**config.mk**
```make
export PLATFORM = sky130hd
export DESIGN_NAME = fifo_wr_arbiter
export DESIGN_NICKNAME = d
export VERILOG_FILES = /design/src/rtl/fifo_wr_arbiter.sv
export SDC_FILE = /design/constraint.sdc
export NUM_CORES = 1
export LEC_CHECK = 0
export ABC_AREA = 1
export BUFFER_PORTS_ARGS = -buffer_cell sky130_fd_sc_hd__buf_2
export CORE_ASPECT_RATIO = 1.75
export CORE_MARGIN = 2
export CORE_UTILIZATION = 51
export DETAILED_ROUTE_END_ITERATION = 6
export GPL_TIMING_DRIVEN = 0
export PLACE_DENSITY_LB_ADDON = 0.3
export SLEW_MARGIN = 20
export SYNTH_ARGS = -nofsm -noshare
export SYNTH_HDL_FRONTEND = slang
export SYNTH_SLANG_ARGS = --single-unit
export TNS_END_PERCENT = 50
```
**constraint.sdc**
```tcl
create_clock -name w_clk -period 4.6 [get_ports w_clk]
set_input_delay 0.23 -clock w_clk [delete_from_list [all_inputs] [get_ports w_clk]]
set_output_delay 0.23 -clock w_clk [all_outputs]
set_load 0.02 [all_outputs]
```
**src/rtl/fifo_wr_arbiter.sv**
```systemverilog
// Write-side arbiter for the dual-clock FIFO: round-robin grant, locked per burst,
// each beat written as {source_id, payload} so the read side can demultiplex.
`timescale 1ns/1ps
module fifo_wr_arbiter #(
  parameter int NUM_REQ       = 4,
  parameter int PAYLOAD_WIDTH = 6,
  parameter int ID_WIDTH      = $clog2(NUM_REQ),
  parameter int MAX_BURST     = 8,
  parameter int IDLE_TIMEOUT  = 4
) (
  input  logic                               w_clk,
  input  logic                               w_rst_n,
  input  logic [NUM_REQ-1:0]                 req_valid,
  input  logic [NUM_REQ*PAYLOAD_WIDTH-1:0]   req_data,
  input  logic [NUM_REQ-1:0]                 req_last,
  output logic [NUM_REQ-1:0]                 req_ready,
  output logic                               fifo_w_inc,
  output logic [ID_WIDTH+PAYLOAD_WIDTH-1:0]  fifo_w_data,
  input  logic                               fifo_w_full,
  output logic [ID_WIDTH-1:0]                grant_id,
  output logic                               busy
);

  localparam int BEAT_W = $clog2(MAX_BURST + 1);
  localparam int IDLE_W = $clog2(IDLE_TIMEOUT + 1);
  localparam logic [BEAT_W-1:0]   MAX_BEATS  = BEAT_W'(MAX_BURST);
  localparam logic [IDLE_W-1:0]   IDLE_LIMIT = IDLE_W'(IDLE_TIMEOUT);
  localparam logic [ID_WIDTH-1:0] LAST_ID    = ID_WIDTH'(NUM_REQ - 1);

  typedef enum logic {
    S_IDLE,
    S_BURST
  } state_e;

  state_e              state_q, state_d;
  logic [ID_WIDTH-1:0] rr_ptr_q, rr_ptr_d;
  logic [ID_WIDTH-1:0] grant_id_q, grant_id_d;
  logic [BEAT_W-1:0]   beat_cnt_q, beat_cnt_d;
  logic [IDLE_W-1:0]   idle_cnt_q, idle_cnt_d;

  logic [ID_WIDTH-1:0]      pick;
  logic                     pick_vld;
  int                       best_off;
  int                       off;
  logic                     sel_valid;
  logic                     sel_last;
  logic [PAYLOAD_WIDTH-1:0] sel_data;
  logic                     xfer;
  logic                     end_burst;

  // Round-robin pick: the valid requester at the smallest distance above rr_ptr wins.
  always_comb begin
    pick     = '0;
    pick_vld = 1'b0;
    best_off = NUM_REQ;
    off      = 0;
    for (int i = 0; i < NUM_REQ; i++) begin
      off = i - int'(rr_ptr_q);
      if (off < 0) off = off + NUM_REQ;
      if (req_valid[i] && (off < best_off)) begin
        best_off = off;
        pick     = ID_WIDTH'(i);
        pick_vld = 1'b1;
      end
    end
  end

  always_comb begin
    sel_valid = 1'b0;
    sel_last  = 1'b0;
    sel_data  = '0;
    for (int i = 0; i < NUM_REQ; i++) begin
      if (grant_id_q == ID_WIDTH'(i)) begin
        sel_valid = req_valid[i];
        sel_last  = req_last[i];
        sel_data  = req_data[i*PAYLOAD_WIDTH +: PAYLOAD_WIDTH];
      end
    end
  end

  always_comb begin
    // NOTE: every signal driven here gets a default first, so no path can infer a latch.
    state_d     = state_q;
    rr_ptr_d    = rr_ptr_q;
    grant_id_d  = grant_id_q;
    beat_cnt_d  = beat_cnt_q;
    idle_cnt_d  = idle_cnt_q;
    req_ready   = '0;
    fifo_w_inc  = 1'b0;
    fifo_w_data = '0;
    xfer        = 1'b0;
    end_burst   = 1'b0;

    case (state_q)
      S_IDLE: begin
        if (pick_vld) begin
          grant_id_d = pick;
          beat_cnt_d = '0;
          idle_cnt_d = '0;
          state_d    = S_BURST;
        end
      end

      S_BURST: begin
        for (int i = 0; i < NUM_REQ; i++) begin
          req_ready[i] = (grant_id_q == ID_WIDTH'(i)) && !fifo_w_full;
        end
        xfer = sel_valid && !fifo_w_full;
        if (xfer) begin
          fifo_w_inc  = 1'b1;
          fifo_w_data = {grant_id_q, sel_data};
          beat_cnt_d  = beat_cnt_q + 1'b1;
          idle_cnt_d  = '0;
          end_burst   = sel_last || (beat_cnt_d == MAX_BEATS);
        end else if (!sel_valid) begin
          idle_cnt_d = idle_cnt_q + 1'b1;
          end_burst  = (idle_cnt_d == IDLE_LIMIT);
        end else begin
          // Valid but stalled by a full FIFO: the requester is not idle.
          idle_cnt_d = '0;
        end
        if (end_burst) begin
          state_d  = S_IDLE;
          rr_ptr_d = (grant_id_q == LAST_ID) ? '0 : grant_id_q + 1'b1;
        end
      end

      default: state_d = S_IDLE;
    endcase
  end

  // NOTE: registers take non-blocking assignments so every flop samples pre-edge values.
  always_ff @(posedge w_clk or negedge w_rst_n) begin
    if (!w_rst_n) begin
      state_q    <= S_IDLE;
      rr_ptr_q   <= '0;
      grant_id_q <= '0;
      beat_cnt_q <= '0;
      idle_cnt_q <= '0;
    end else begin
      state_q    <= state_d;
      rr_ptr_q   <= rr_ptr_d;
      grant_id_q <= grant_id_d;
      beat_cnt_q <= beat_cnt_d;
      idle_cnt_q <= idle_cnt_d;
    end
  end

  assign grant_id = grant_id_q;
  assign busy     = (state_q == S_BURST);

endmodule
```
==> results.md <==
- Iter 0 DRT Violations: 21
- Via count: around 1.3k
- Syn_nets: ~210
- H-Tree Level Count: 1
- WL per Instance: 11.81 um
- Share of the synthesized area in the top cell type: 25.70%
- Clock Path Buffers: 2
- Total GRT Usage: approximately 22%
- Yosys warns: 0
- Worst slew margin: between 70% and 80%
- IO Count: 51
- Worst endpoint required time: 4.72 ns
- Worst R2R End: grant_id[0]$_DFFE_PN0P_
- Hold EP: grant_id[1]$_DFFE_PN0P_
- CP endpoint kind: register
- WHS Path Cells: 3
- Largest net degree at the start of global routing: 13
- Synth Flop Type: dfrtp_1
- Pins Over Slew Limit: 0
- Yosys reg bits: 12
- Setup WS post-layout: approximately 2.2 ns
- Grt ovf: 0
- Final Cycle Share: a little over half
- Final TNS setup: 0 ns
- Clock latency on the worst-skew pair: about 0.23 ns
- CTS resizes: 0
- Post-DRT Antenna Nets: 0
- Share of layout cells above drive strength 1: 35.29%
- Clock root cell: clkbuf_8
- Inst Count DP: approximately 240
- Reg2Reg Launch Point: rr_ptr_q[0]$_DFFE_PN0P_
- # clock sinks: 12
- Core Footprint: ~2200 um^2
- Number of synthesized flops with an enable pin: 0
- Peak VDD IR: between 0.3 and 0.4 mV
- Met3 WL: ~180 um
- Die width: around 40 um
- Lkg Pwr: 0.8267 nW
- Most instantiated cells after synthesis: nand2_1, nand3_1, inv_1, dfrtp_1, nor2_1
- First-pass DRT Iterations: 4
- Asr flop ratio synth: 100.0%
- Drc violations: 0
- WL final: between 2000 and 3000 um
- Most area-hungry cell type in the Yosys netlist: dfrtp_1
- PD cells: ~640 nW/um^2
- Worst slew pin tran: 0.4046 ns
- Post-synthesis average cell area: 6.998 um^2
- Pre-CTS setup slack: about 2.2 ns
- Critical path's slowest cell: dfrtp_1
- Final Hold Fails: 0
- # setup viols final: 0
- Status: finished, final reports clean
- First-pass GRT wire length: between 4000 and 5000 um
- Clk_skew: between 0.0007 and 0.0008 ns
- CTS tree: done
- CP Launch Type: register
- Sequential fraction of the synthesis area: about a quarter
- Worst endpoint data arrival time: around 2.6 ns
- Fin util: between 60% and 70%
- Fmax: 409.5 MHz
- Met2 WL: 1570 um
- Non-Filler Instances: between 200 and 250
- Top routing layer in use: met4
- R2R depth: 16
- PortBufs: 50
- Count leader, synth: nand2_1
- Crit-path max FO: 6
- Syn-to-layout area delta: 28.48%
- RSZ-0062 raised after global routing: false
- Vias/cell: approximately 5.2
- Vias in the first global route: ~1.1k
- Initial antenna violation count: 0
- Most common cell on crit path: nand2_1
- Antenna Cells: 0
- Initial Utilization: between 50% and 60%
- Die Y: slightly below 70 um
- Hold_sp: req_valid[3]
- Cells after Synth: ~170
- Hold Path Class: in -> reg
- Die area: 2705 um^2
- Critical setup path kind: reg -> reg
- Critical-path cell list: xnor2_1 -> nand2_1 -> o211ai_1 -> ha_1 -> inv_1 -> nor2_1 -> nand2_1 -> nand3_1 -> nand2_1 -> o21ai_0 -> ha_1 -> inv_1 -> nor2_1 -> nand2_1 -> nand3_1 -> a21oi_1
- Filler cell count: ~220
- RePlAce Congestion: 0.8409
- Met1 wire length: ~1100 um
- Largest stage delay on the critical path: around 0.43 ns
- Max Cap Viol: 0
- Setup slack, reg-to-reg: ~2.2 ns
- Cell Area, Synth: 1169 um^2
- CTS buffer count: 3
- Yosys cell types: 29
- Dpl hpwl: 2472 um
- Nets@finish: 267
- Synth area leaders: dfrtp_1, nand2_1, ha_1
- Clk slew on worst S/H paths: around 0.040 ns
- Post-layout min period: between 2 and 2.5 ns
- Row count: 23
## cells by family (layout without fill, tap and decap cells)
family	Yosys count	count (layout)	share of synthesized area, %
and+or+nand+nor	89	89	36.62
buffers and inverters	24	78	8.779
DFF	12	12	25.70
AOI/OAI and AO/OA	31	31	17.77
adders and majority gates	9	9	9.636
xor gates and xnor gates	2	2	1.499
## routing by layer
metal	up-vias	GRT usage [%]
met2	50	42.34
met3	7	1.974
met5	-	0
met1	561	20.72
met4	0	13.33
li1	661	-
## worst max-delay path, delay by kind of cell, from the launching register on
kind	cells	cell delay, ns
buffers and inverters	2	0.08
AOI/OAI and AO/OA	3	0.27
DFF	1	0.43
adders and majority gates	2	0.55
xor gates and xnor gates	1	0.28
and+or+nand+nor	8	0.70
## metrics by stage
step	power (mW)	instance area (um^2)	hold slack (ns)
final	0.9626	1501	0.3137
after global routing	1.066	1501	0.3274
after CTS	0.9704	1501	0.3041
after detailed placement	0.8774	1450	0.1131
after global placement	0.8489	1450	0.1113
after floorplan	0.7061	1169	-0.06559
## cell usage in the layout, fill, tap and decap left out, drive strengths merged
master and instances:
clkinv 1, clkbuf 4, nand2 50, a22oi 5, nand3b 1, nand3 16, dfrtp 12, xnor2 2
a21oi 10, nor3 5, ha 9, or2 1, a32o 1, dlygate4sd3 1, inv 19, o21ai 8
nor2 16, o211ai 6, a31oi 1, buf 53
## layout make-up
class	instances	area, um^2	area share (%)
multi-input combinational	131	765.7	51.00
sequential	12	300.3	20.00
timing repair buffer	51	260.3	17.33
inverter	20	75.07	5.000
clock buffer	3	41.29	2.750
tap	25	31.28	2.083
buffer	4	27.53	1.833
## power by group
part           switching [mW]  total (mW)  internal (mW)
registers              0.0466       0.196          0.149
logic                   0.429       0.678          0.248
clock network          0.0318      0.0889         0.0571
total                   0.508       0.963          0.455
## worst max path at each step
stage	from	to	depth (start not counted)
after floorplan	rr_ptr_q[0]$_DFFE_PN0P_	grant_id[0]$_DFFE_PN0P_	16
after global placement	rr_ptr_q[0]$_DFFE_PN0P_	grant_id[0]$_DFFE_PN0P_	16
after detailed placement	rr_ptr_q[0]$_DFFE_PN0P_	grant_id[0]$_DFFE_PN0P_	16
after CTS	rr_ptr_q[0]$_DFFE_PN0P_	grant_id[0]$_DFFE_PN0P_	16
after global routing	rr_ptr_q[0]$_DFFE_PN0P_	grant_id[0]$_DFFE_PN0P_	16
final	rr_ptr_q[0]$_DFFE_PN0P_	grant_id[0]$_DFFE_PN0P_	16
## sequential cells by signal, indices dropped and copies added (netlist names)
signal,cells
busy,1
idle_cnt_q,3
rr_ptr_q,2
grant_id,2
beat_cnt_q,4
## timing repair
action	in CTS	in global routing
endpoints found under the hold margin	12	0
hold buffers	1	0
setup buffers	0	0
(Power assumes the default switching activity.)
